===== config.mk =====
export PLATFORM = sky130hd
export DESIGN_NAME = alu_exec_unit
export DESIGN_NICKNAME = d
export VERILOG_FILES = /design/src/rtl/alu_exec_unit.sv
export SDC_FILE = /design/constraint.sdc
export NUM_CORES = 1
export LEC_CHECK = 0
export CORE_ASPECT_RATIO = 0.7
export CORE_MARGIN = 2
export CORE_UTILIZATION = 52
export CTS_CLUSTER_SIZE = 16
export DETAILED_ROUTE_END_ITERATION = 8
export GPL_TIMING_DRIVEN = 0
export PLACE_DENSITY = 0.86
export SETUP_SLACK_MARGIN = 0.15
export SYNTH_ARGS = -nofsm -noshare
export SYNTH_HDL_FRONTEND = slang
export SYNTH_SLANG_ARGS = --single-unit

===== constraint.sdc =====
create_clock -name clk -period 3.4 [get_ports clk]
set_clock_uncertainty 0.1 [all_clocks]
set_input_delay 0.68 -clock clk [delete_from_list [all_inputs] [get_ports clk]]
set_output_delay 0.68 -clock clk [all_outputs]
set_load 0.01 [all_outputs]

===== src/rtl/alu_exec_unit.sv =====
// alu_exec_unit: execute-stage ALU with single-cycle ops and an iterative 1-bit/cycle shifter.
module alu_exec_unit #(
   parameter int XLEN    = 32,
   parameter int SHAMT_W = 5,
   parameter int TAG_W   = 5
) (
   input  logic               clk,
   input  logic               rst,
   input  logic               flush,
   input  logic               in_valid,
   output logic               in_ready,
   input  logic [3:0]         in_op,
   input  logic [XLEN-1:0]    in_a,
   input  logic [XLEN-1:0]    in_b,
   input  logic [TAG_W-1:0]   in_tag,
   output logic               out_valid,
   input  logic               out_ready,
   output logic [XLEN-1:0]    out_result,
   output logic               out_zero,
   output logic [TAG_W-1:0]   out_tag,
   output logic               busy
);
   typedef enum logic [1:0] {IDLE, SHIFT, HOLD} state_t;
   state_t state, state_n;
   logic [3:0]         op_q;
   logic [SHAMT_W-1:0] cnt;
   logic [SHAMT_W-1:0] shamt;
   logic [XLEN-1:0]    alu_res;
   logic [XLEN-1:0]    shifted;
   logic               accept;
   logic               is_shift;
   assign shamt     = in_b[SHAMT_W-1:0];
   assign in_ready  = !rst && !flush && (state == IDLE || (state == HOLD && out_ready));
   assign accept    = in_valid && in_ready;
   assign is_shift  = in_op == 4'd6 || in_op == 4'd7 || in_op == 4'd8;
   assign out_valid = state == HOLD;
   assign busy      = state == SHIFT;
   assign out_zero  = out_result == '0;
   // Shift ops load operand A unshifted; the SHIFT state walks it one bit per cycle.
   always_comb begin
      case (in_op)
         4'd1:                alu_res = in_a + in_b;
         4'd2:                alu_res = in_a - in_b;
         4'd3:                alu_res = in_a & in_b;
         4'd4:                alu_res = in_a | in_b;
         4'd5:                alu_res = in_a ^ in_b;
         4'd6, 4'd7, 4'd8:    alu_res = in_a;
         4'd9:                alu_res = {{(XLEN-1){1'b0}}, $signed(in_a) < $signed(in_b)};
         4'd10:               alu_res = {{(XLEN-1){1'b0}}, in_a < in_b};
         default:             alu_res = '0;
      endcase
   end
   assign shifted = (op_q == 4'd6) ? {out_result[XLEN-2:0], 1'b0}
                                   : {(op_q == 4'd7) ? out_result[XLEN-1] : 1'b0, out_result[XLEN-1:1]};
   always_comb begin
      state_n = state;
      if (flush)
         state_n = IDLE;
      else if (accept)
         state_n = (is_shift && shamt != '0) ? SHIFT : HOLD;
      else if (state == SHIFT && cnt == SHAMT_W'(1))
         state_n = HOLD;
      else if (state == HOLD && out_ready)
         state_n = IDLE;
   end
   always_ff @(posedge clk) begin
      if (rst)
         state <= IDLE;
      else
         state <= state_n;
   end
   always_ff @(posedge clk) begin
      if (rst) begin
         out_result <= '0;
         out_tag    <= '0;
         op_q       <= '0;
         cnt        <= '0;
      end else if (flush) begin
         cnt <= '0;
      end else if (accept) begin
         out_result <= alu_res;
         out_tag    <= in_tag;
         op_q       <= in_op;
         cnt        <= is_shift ? shamt : '0;
      end else if (state == SHIFT) begin
         out_result <= shifted;
         cnt        <= cnt - SHAMT_W'(1);
      end
   end
endmodule


# Word-level counts from Yosys, hierarchy flattened
# Cells that the tools add are included.
[classes]
n_eq_ne = 16
add_sub_neg = 3
reduce_logical = 21
n_mux = 12
order_cmp = 2
bitwise = 4
[op_table]
columns = ["op", "n"]
rows = [
  ["$pmux 32 s8", 1],
  ["$mux 32", 3],
  ["$lt 32x32->1", 2],
  ["$add 32x32->32", 1],
  ["$and 32x32->32", 1],
  ["$logic_not 32->1", 1],
  ["$or 32x32->32", 1],
  ["$sub 32x32->32", 1],
  ["$xor 32x32->32", 1],
  ["$eq 4x3->1 const B", 6],
  ["$mux 5", 3],
  ["$eq 4x4->1 const B", 3],
  ["$eq 4x2->1 const B", 2],
  ["$mux 2", 4],
  ["$logic_and 1x1->1", 6],
  ["$eq 5x1->1 const B", 1],
  ["$reduce_bool 5->1", 1],
  ["$sub 5x1->5 const B", 1],
  ["$eq 4x1->1 const B", 1],
  ["$reduce_and 2->1", 2],
  ["$logic_or 1x1->1", 3],
  ["$ne 3x3->1 const B", 1],
  ["$reduce_and 3->1", 1],
  ["$reduce_bool 3->1", 1],
  ["9 further kinds", 10],
]
[totals]
out_inout_bits = 41
regBits = 48
elab_cells = 64
in_bits = 78

# Longest topological paths before layout
# Gate-level depths: netlist (run 1).
[logic_depth]
word_depth = 7
depth_mapped = 12

# Least setup slack after synthesis (run 1)
# No wires, ideal clock.
[synth_timing]
kind = "input port to flip-flop"
start = "input in_a[0]"
end = "register out_result[26]"
stages = 12
t_arrival_ns = 3.129
slack_ns = 0.037
path_cell_list = "ha_1 > inv_1 > fa_1 > nor2b_4 > o2111a_2 > o311ai_4 > a2111oi_4 > o2111ai_2 > and2b_1 > xnor2_1 > a2111oi_0 > o22ai_1"
[synth_via]
elab_chain_len = 3
elab_cells_between_ends = 4
classes_between = "add/sub: 2; mux: 2"
[synth_rtl]
columns = ["element", "line_no", "rtl"]
rows = [
  ["start, declared", "13", "input logic [XLEN-1:0] in_a,"],
  ["$sub 32x32->32 / $add 32x32->32 (equally long branches)", "43, 42", ""],
  ["$pmux 32 s8 (*)", "41", "case (in_op)"],
  ["$mux 32 (*)", "80", "end else if (accept) begin"],
  ["end signal, assigned", "81", "out_result <= alu_res;"],
  ["end signal, assigned", "86", "out_result <= shifted;"],
  ["end, declared", "18", "output logic [XLEN-1:0] out_result,"],
]
# Mark *: on every way between the ends. The rest lies on a longest branch, timed or not.
# A chain may end at the register's enable or synchronous reset.

# Worst setup path in the final report (run 1)
[layout_timing]
start = "input in_b[0]"
end = "register out_result[28]"
[layout_via]
elab_chain_len = 3
elab_cells_between_ends = 4
classes_between = "add/sub: 2; mux: 2"
[layout_rtl]
columns = ["element", "line_no", "rtl"]
rows = [
  ["start, declared", "14", "input logic [XLEN-1:0] in_b,"],
  ["$sub 32x32->32 / $add 32x32->32 (equally long branches)", "43, 42", ""],
  ["$pmux 32 s8 (*)", "41", ""],
  ["$mux 32 (*)", "80", ""],
]
# Marks and branches as above.

==> impl_metrics.toml, run 1 <==
[min_path]
hold_class = "flip-flop to flip-flop"

[synthesis]
synth.area.top_cells = "ha_1, dfxtp_1, a21oi_1"
ys_seq_area_share_pct = 11.7
synth_fp_nets = 1350
synth_edf_count = 0
synth_seq_cells = 48
synth_area_um2 = 8240
ys_async_sr_fraction_pct = 0
synthCells = 1155
synth_flop_cell = "dfxtp_1"
synth_area_per_cell_um2 = 7.13
ys_warn_count = 0
synth_top_area_share_pct = 17.5
yosysTopAreaCell = "ha_1"
synth_cell_types = 99

[clocking]
numCtsBuffers = 5
clock_latency_ns = 0.30
clock_sinks = 48
root_buffer = "clkbuf_16"
clkTransAtPathRegs_ns = 0.06
cts.path.max_buffers = 2
h-tree-depth = 2
cts_tree = "yes"

[power]
netSwitchingPower_uw = 1200
max-vdd-ir-drop_uv = 207
power_leakage_uw = 0.00478
p_sw_share_pct = 43.3
total_power_uw = 2780
p_int_uw = 1580
p_comb_share_pct = 58.8
power_frac_clock_pct = 18.8
sequentialPowerShare_pct = 22.5
powerDensity_nw_per_um2 = 243

[setup_path]
slowest_delay_ns = 0.44
cpMaxStageDelayCell = "fa_2"
arrival_ns = 3.53
start_kind = "primary input"
worstPathCellList = "buf_8 -> buf_6 -> ha_4 -> fa_2 -> nor2_4 -> o2111ai_4 -> a211oi_4 -> o21ai_4 -> o311ai_4 -> a311o_1 -> o21ai_1 -> a222oi_1 -> o22ai_1"
end_kind = "flip-flop"
worstPathMaxFanout = 3
required_ns = 3.46
path_class = "primary input to flip-flop"
rrSetupSlack_ns = 0.67

[global_routing]
top_usage_layer = "met2"
use_met1_pct = 52.8
grt_max_degree = 14
antenna_found_initial = 0
track_usage_pct = 40.6
grt_pass1_wl_um = 53500
gr-usage-met2_pct = 60.7
grt_use_met3_pct = 13.1
grt_pass1_vias = 9707
gr-total-overflow = 0

[floorplan]
dieArea_um2 = 16900
die_w_um = 154
placementRows = 38
core_area_um2 = 15500
die_h_um = 109
ios = 119
initial_core_util_pct = 53.1

[placement]
dp_hpwl_um = 24800
gp_congestion = 1.00
placed_area_um2 = 9700
dpl.cell_count = 1471
port_buffers = 116

[route]
wl_um = 36900
drt_iter0_drc = 1651
final_antenna_net_count = 0
drcViolationCount = 0
dr.pass1.iters = 6
wl_per_cell_um = 23.7
vias = 10800
routed_via_density = 6.92

[sta]
setup_tns_ns = -0.0687
setup_viol = 1
slew_headroom_pct = 6.99
drv_slew = 0
grt_setup_unrepaired = "yes"
period_minus_slack_ns = 3.47
worst_pin_slew_ns = 1.38
hold_viol_final = 0
fmax_mhz = 288
finalWorstSetupSlack_ns = -0.0687
post-route-period-util_pct = 102

[job]
maxCapViolCount = 0

[final_layout]
fillers = 1146
syn2layout_area_growth_pct = 38.6
stdcell_count = 1560
final_area_um2 = 11400
drive_above_1_share_pct = 25.1
final_nets = 1553

[outcome]
outcome = "complete, but fails checks"
failed_checks = "negative setup slack"
-- final cells by class --
class | count | area (um^2) | area share, %
Inverter | 103 | 395 | 3.46
Clock buffer | 8 | 146 | 1.28
Buffer | 78 | 619 | 5.42
Sequential cell | 48 | 961 | 8.41
Multi-Input combinational cell | 926 | 7340 | 64.3
Antenna cell | 1 | 2.50 | 0.0219
Timing Repair Buffer | 196 | 1700 | 14.9
Tap cell | 200 | 250 | 2.19
-- worst max-delay path: cells and delay by family --
family	cells	cell delay [ns]
compound gates	8	1.92
fa+ha+maj	2	0.60
buf+inv	2	0.22
simple gates	1	0.12
-- state kept, by name, summed over array words and instances (netlist names) --
name / cells
out_tag: 5
cnt: 5
state: 2
op_q: 4
out_result: 32
-- power by group through the flow --
stage | Sequential (uW) | Combinational (uW) | Clock, uW
global placement | 633 | 1170 | 0
CTS | 620 | 1450 | 519
finish | 624 | 1630 | 522
detailed placement | 633 | 1190 | 0
global route | 624 | 1710 | 533
floorplan | 630 | 766 | 0
-- worst paths after layout --
kind,startpoint,to,cells past startpoint
worst min register to register,op_q[1],op_q[1],2
worst max-delay path,in_b[0],out_result[28],13
worst max register to register,op_q[2],out_result[5],7
worst min-delay path,op_q[1],op_q[1],2
-- stage by stage --
step / hold WS (ns) / setup slack, ns / utilization [%]
final: 0.359 / -0.0687 / 73.7
after global routing: 0.375 / -0.0740 / 73.7
after CTS: 0.355 / -0.0733 / 71.1
after detailed placement: 0.347 / -1.25 / 62.6
after global placement: 0.342 / -1.31 / 62.6
after floorplan: 0.336 / 0.147 / -
-- synthesized netlist by cell type, drive strengths merged, types with 5 or more instances --
library cell / count
nand2b: 7
and3: 6
o21ai: 74
o221ai: 12
a31oi: 23
o311ai: 7
o21bai: 9
nand3: 18
o31ai: 10
nand4: 13
nand2: 109
buf: 26
dfxtp: 48
o22ai: 17
nor3: 33
mux2i: 16
xnor2: 12
nor4: 20
a21oi: 121
and2: 7
nor3b: 5
a22oi: 11
or2: 8
clkbuf: 51
ha: 115
nor2: 102
a211oi: 23
a221o: 10
o211ai: 13
inv: 103
a221oi: 17
nor2b: 15
a21o: 17
a2111oi: 13
-- per-layer routing --
| metal | vias to the layer above | routed length, um |
|---|---|---|
| met4 | 0 | 2280 |
| met1 | 4892 | 13900 |
| met5 | - | 0 |
| met3 | 238 | 5700 |
| li1 | 4657 | - |
| met2 | 1015 | 15000 |
-- layout by cell type (no fill, tap or decap), types with 11 or more instances in the layout --
cell type	n
a31oi_1	23
ha_1	97
buf_4	77
buf_6	27
o211ai_1	13
nand2_1	103
a221oi_1	14
nand3_1	15
clkbuf_8	12
inv_1	73
a21o_1	16
nand4_1	13
inv_2	27
o21ai_0	56
clkbuf_2	29
a21oi_1	108
a211oi_1	12
clkdlybuf4s50_1	67
nor2b_1	11
dlygate4sd2_1	11
ha_4	16
nor3_1	28
nor4_1	16
clkbuf_1	23
dfxtp_1	48
o21ai_1	11
o22ai_1	17
nor2_1	94
buf_2	12
mux2i_1	16
o221ai_1	11
xnor2_1	11
-- cells by family after synthesis --
group / count (synthesis) / share of synthesized area (%)
AO/OA/AOI/OAI: 417 / 34.7
XOR/XNOR: 13 / 1.38
adder cells (fa/ha/maj): 117 / 18.0
buffers and inverters: 181 / 10.8
flip-flops: 48 / 11.7
multiplexers: 17 / 2.08
AND/OR/NAND/NOR: 362 / 21.4
-- timing repair --
item,4_1_cts,5_1_grt
setup buffers,52,28
hold buffers,0,0
setup endpoints to repair,49,42
pin swaps,63,55
gates resized for setup,271,122
Power figures use the tool's default switching activity.
==> inputs of run 2 (changes only) <==
Settings changed: ABC_AREA set to 1, CORE_UTILIZATION 52 to 53.
==> run 2 against run 1 <==
The run now ends clean. Power fell by 5.6%. Clock-buffer cell count fell by 3. Global-route usage fell by 1.8 points. Worst setup slack improved by 0.22 ns. Maximum frequency rose by 6.8%. Sequential power fell by 3%. Cell count rose by 31%. Combinational power fell by 17%. Largest cell class unchanged. Highest routed layer is now met5.
==> impl_metrics.toml, run 2 <==
[final_layout]
fillers = 1707
top_register = "out_result"
final_cell_mix = "nand2_1, inv_1, nor2_1"
drive_above_1_share_pct = 6.28
largest_reg_flops = 32
multiInputGateArea_um2 = 6810
syn2layout_area_growth_pct = 19.3
mostFrequentLayoutCell = "nand2_1"
final_nets = 2010
reg_top3 = "out_result: 32 flops, cnt: 5 flops, out_tag: 5 flops"
seqCellArea_um2 = 961
antenna_cells = 0

[floorplan]
placementRows = 40
initial_core_util_pct = 54.0
die_h_um = 114
core_area_um2 = 17100
die_w_um = 162
dieArea_um2 = 18500
ios = 119

[outcome]
outcome = "completed"

[sta]
setup_viol = 0
hold_viol_final = 0
period_minus_slack_ns = 3.25
grt_setup_unrepaired = "yes"
drv_slew = 0
post-route-period-util_pct = 95.5
worst_pin_slew_ns = 0.606
worst_hold_slack_ns = 0.385
slew_headroom_pct = 59.6
fmax_mhz = 308

[placement]
dp_hpwl_um = 29900
gp_congestion = 1.06
port_buffers = 118

[clocking]
clock_sinks = 48
clock_latency_ns = 0.30
root_buffer = "clkbuf_16"
hold_buffers = 0
cts_tree = "yes"
clkTransAtPathRegs_ns = 0.07
cts.path.max_buffers = 2
h-tree-depth = 2
numCtsBuffers = 5

[synthesis]
synthCells = 1690
synth_common_cells = "nand2_1, inv_1, nor2_1"
yosysTopAreaCell = "nand2_1"
synth_fp_nets = 1885
ys_async_sr_fraction_pct = 0
ys_seq_area_share_pct = 10.4
ys_warn_count = 0
synth_area_um2 = 9210
synth.area.top_cells = "nand2_1, ha_1, inv_1"
synth_cell_types = 43
synth_top_area_share_pct = 20.3
synth_area_per_cell_um2 = 5.45
synth_seq_cells = 48
yosysMostFrequentCell = "nand2_1"
synth_edf_count = 0
synth_flop_cell = "dfxtp_1"

[power]
p_sw_share_pct = 44.2
sequentialPowerShare_pct = 23.1
p_int_uw = 1460
max-vdd-ir-drop_uv = 240
p_comb_share_pct = 51.7
power_frac_clock_pct = 25.2
powerDensity_nw_per_um2 = 239
power_leakage_uw = 0.00591
netSwitchingPower_uw = 1160
total_power_uw = 2620

[setup_path]
timing.rr.end = "out_result[7]"
path_class = "primary input to flip-flop"
arrival_ns = 3.33
end_kind = "flip-flop"
reg2reg_depth = 6
rrSetupSlack_ns = 1.35
start_kind = "primary input"
worstPathMaxFanout = 10
reg2reg_from = "state[0]"
required_ns = 3.48

[global_routing]
grt_pass1_vias = 10100
grt_pass1_wl_um = 55900
gr-total-overflow = 0
grt_max_degree = 17
antenna_found_initial = 1
track_usage_pct = 38.7

[route]
routed_via_density = 5.72
vias = 11700
dr.pass1.iters = 8
drt_iter0_drc = 1654
wl_um = 36800
final_antenna_net_count = 0
drcViolationCount = 0
wl_per_cell_um = 18.0

[min_path]
min_path_cells = 2
hold_class = "flip-flop to flip-flop"
holdPathEnd = "op_q[1]"
hold_start = "op_q[1]"

[job]
maxCapViolCount = 0
[run 2: cell types whose count changed in the layout (fill, tap and decap cells not counted), moves of 26 or more]
cell / before / now
nand3_1: 15 / 117
nand2_1: 103 / 494
clkdlybuf4s50_1: 67 / 114
clkbuf_2: 29 / 3
nor2_1: 94 / 141
inv_1: 73 / 309
buf_4: 77 / 6
buf_2: 12 / 38
[run 2: per-layer routing]
layer / GRT usage (%) / vias to the layer above / wire (um)
met1: 59.0 / 5267 / 16400
li1: - / 5623 / -
met2: 54.5 / 758 / 14100
met5: 0 / - / 13
met3: 10.1 / 63 / 5640
met4: 6.19 / 2 / 629
[run 2: stage by stage]
stage	cell area [um^2]	utilization [%]	setup WS [ns]	TNS, ns	cells
2_1_floorplan	9210	-	0.993	0	1690
3_3_place_gp	10700	62.6	-0.214	-0.709	2039
3_5_place_dp	10700	62.6	-0.231	-0.946	2039
4_1_cts	10900	63.7	0.175	0	2047
5_1_grt	11000	64.4	0.0759	0	2047
6_report	11000	64.4	0.153	0	2047
[run 2: worst max-delay path: stages]
cell and delay, ns:
clkdlybuf4s50_1 0.56, inv_1 0.07, ha_1 0.28, buf_2 0.20, nor2_1 0.23, nand2_1 0.25, nor2_1 0.21, and3_1 0.17
nand2_1 0.08, nand3_1 0.08, nand2_1 0.05, nand3_1 0.09, nand3_2 0.18, nand2_1 0.12, a21oi_1 0.07
[run 2: kinds of logic after synthesis]
family	count (synthesis)	synth area share [%]
adder cells (fa/ha/maj)	117	16.1
AND/OR/NAND/NOR	837	37.8
AO/OA/AOI/OAI	298	18.4
flip-flops	48	10.4
buffers and inverters	384	16.8
XOR/XNOR	6	0.570
[run 2: power by group through the flow]
stage / Combinational, uW / Sequential (uW) / Clock, uW
floorplan: 795 / 620 / 0
global placement: 1260 / 618 / 0
detailed placement: 1270 / 618 / 0
CTS: 1280 / 605 / 654
global route: 1480 / 608 / 683
finish: 1360 / 606 / 661
[run 2: worst max-delay path by stage]
| stage | from | endpoint | slack [ns] | depth (start not counted) |
|---|---|---|---|---|
| after global placement | in_op[1] | out_result[25] | -0.21 | 10 |
| after detailed placement | in_op[1] | out_result[25] | -0.23 | 10 |
| after floorplan | in_a[0] | out_result[0] | 0.99 | 17 |
| after global routing | in_a[22] | out_result[25] | 0.08 | 15 |
| after CTS | in_a[22] | out_result[25] | 0.18 | 15 |
| final | in_a[22] | out_result[25] | 0.15 | 15 |
[run 2: area by class of cell]
class / count / area share [%]
Clock inverter: 3 / 0.626
Inverter: 320 / 11.0
Buffer: 64 / 3.16
Tap cell: 231 / 2.63
Timing Repair Buffer: 118 / 10.8
Multi-Input combinational cell: 1258 / 61.9
Sequential cell: 48 / 8.74
Clock buffer: 5 / 1.14
[run 2: repair_timing]
action	CTS	global route
gates cloned	0	0
buffers inserted	0	0
hold endpoints to repair	0	0
endpoints found under the setup margin	2	21
resized for setup	1	36
pin swaps	0	1
==> inputs of run 3 (changes only) <==
Settings changed: SETUP_SLACK_MARGIN 0.15 to 0.3.
==> run 3 against run 2 <==
First-iteration DRC count increased by 6.8%. Utilization increased by 2.2 points. Critical endpoint is now out_result[14]. Wire length increased by 1.5%. Sequential share of layout area decreased by 0.29 points. Die area unchanged. Global-route usage increased by 0.054 points. Worst setup slack improved by 0.092 ns. Register-to-register slack about the same. Sequential power about the same. Critical path depth decreased by 6. Clock-buffer cell count unchanged. Cell count about the same.
==> impl_metrics.toml, run 3 (synthesized netlist as in run 2, its figures left out) <==
[outcome]
outcome = "completed"

[clocking]
hold_buffers = 0
h-tree-depth = 2
numCtsBuffers = 5
cts.path.max_buffers = 2
clock_latency_ns = 0.30
cts_tree = "yes"
clock_sinks = 48
root_buffer = "clkbuf_16"
clkTransAtPathRegs_ns = 0.07

[sta]
setup_viol = 0
grt_setup_unrepaired = "yes"
post-route-period-util_pct = 92.8
slew_headroom_pct = 61.7
setup_tns_ns = 0
hold_viol_final = 0
period_minus_slack_ns = 3.16
worst_hold_slack_ns = 0.386
worst_pin_slew_ns = 0.575
drv_slew = 0
fmax_mhz = 317

[placement]
dp_hpwl_um = 29900
port_buffers = 118
gp_congestion = 1.06

[route]
vias = 11900
wl_um = 37400
wl_per_cell_um = 18.2
drcViolationCount = 0
final_antenna_net_count = 0
routed_via_density = 5.79
dr.pass1.iters = 6
drt_iter0_drc = 1766

[final_layout]
syn2layout_area_growth_pct = 23.4
multiInputGateArea_um2 = 7100
mostFrequentLayoutCell = "nand2_1"
reg_top3 = "out_result: 32 flops, cnt: 5 flops, out_tag: 5 flops"
drive_above_1_share_pct = 10.0
final_nets = 2012
final_cell_mix = "nand2_1, inv_1, nor2_1"
antenna_cells = 0
seqCellArea_um2 = 961
top_register = "out_result"
largest_reg_flops = 32
fillers = 1644

[floorplan]
placementRows = 40
die_w_um = 162
ios = 119
dieArea_um2 = 18500
core_area_um2 = 17100
initial_core_util_pct = 54.0
die_h_um = 114

[setup_path]
path_class = "primary input to flip-flop"
path_depth = 9
end_kind = "flip-flop"
worstPathMaxFanout = 10
rrSetupSlack_ns = 1.34
slowest_delay_ns = 0.68
reg2reg_from = "state[0]"
path_buf_inv = 3
reg2reg_depth = 6
timing.rr.end = "out_result[7]"
cpMaxStageDelayCell = "clkdlybuf4s50_1"
crit_end = "out_result[14]"
required_ns = 3.49
cpLargestDelayFamily = "buffers and inverters"
cp-startpoint = "in_op[1]"
arrival_ns = 3.25
worstPathCellList = "clkdlybuf4s50_1 -> nor2_1 -> nand2_2 -> inv_2 -> buf_2 -> a221oi_1 -> nand3_1 -> nand2_1 -> a21oi_1"
start_kind = "primary input"

[global_routing]
grt_pass1_vias = 10100
gr-total-overflow = 0
grt_max_degree = 17
antenna_found_initial = 1
track_usage_pct = 38.8
grt_pass1_wl_um = 56000

[power]
p_sw_share_pct = 44.7
p_comb_share_pct = 52.9
p_int_uw = 1490
powerDensity_nw_per_um2 = 237
sequentialPowerShare_pct = 22.5
power_leakage_uw = 0.00614
power_frac_clock_pct = 24.6
max-vdd-ir-drop_uv = 241
netSwitchingPower_uw = 1210
total_power_uw = 2700

[min_path]
hold_class = "flip-flop to flip-flop"

[job]
maxCapViolCount = 0
## run 3: final cells by class
| type | count | share of cell area (%) |
|---|---|---|
| repair buffers | 120 | 11.0 |
| clock inverters | 3 | 0.605 |
| flip-flops and latches | 48 | 8.45 |
| inverters | 320 | 10.6 |
| well taps | 231 | 2.54 |
| clock buffers | 5 | 1.10 |
| plain buffers | 64 | 3.24 |
| multi-input cells | 1258 | 62.4 |
## run 3: power groups by stage
stage               registers (uW)  clock network [uW]  logic (uW)
global placement               618                   0        1260
detailed placement             618                   0        1270
global route                   608                 683        1550
floorplan                      620                   0         795
CTS                            605                 654        1290
finish                         606                 665        1430
## run 3: metal layers
layer / share of wire [%] / GRT usage, %
met1: 44 / 58.9
met2: 39 / 54.4
met3: 16 / 10.4
met4: 2.2 / 6.79
met5: 0.16 / 0
## run 3: how the worst min path moves through the flow
| stage | endpoint | cells after the start | start |
|---|---|---|---|
| after floorplan | op_q[1] | 2 | op_q[1] |
| after global placement | op_q[1] | 2 | op_q[1] |
| after detailed placement | op_q[1] | 2 | op_q[1] |
| after CTS | op_q[1] | 2 | op_q[1] |
| after global routing | out_tag[1] | 2 | out_tag[1] |
| final | out_tag[1] | 2 | out_tag[1] |
## run 3: stage by stage
| step | area, um^2 | cells | utilization (%) | setup WS, ns |
|---|---|---|---|---|
| floorplan | 9210 | 1690 | - | 0.993 |
| global placement | 10700 | 2039 | 62.6 | -0.214 |
| detailed placement | 10700 | 2039 | 62.6 | -0.231 |
| CTS | 10900 | 2047 | 64.0 | 0.290 |
| global route | 11400 | 2049 | 66.6 | 0.194 |
| finish | 11400 | 2049 | 66.6 | 0.245 |
## run 3: timing repair
action | 4_1_cts | 5_1_grt
pin swaps | 0 | 3
endpoints found under the setup margin | 12 | 26
setup buffers | 0 | 2
gates resized for setup | 11 | 138
## run 3: worst min-delay path: stages (launching register included)
cell	delay (ns)
dfxtp_1	0.33
nor2_1	0.05
nor2_1	0.08
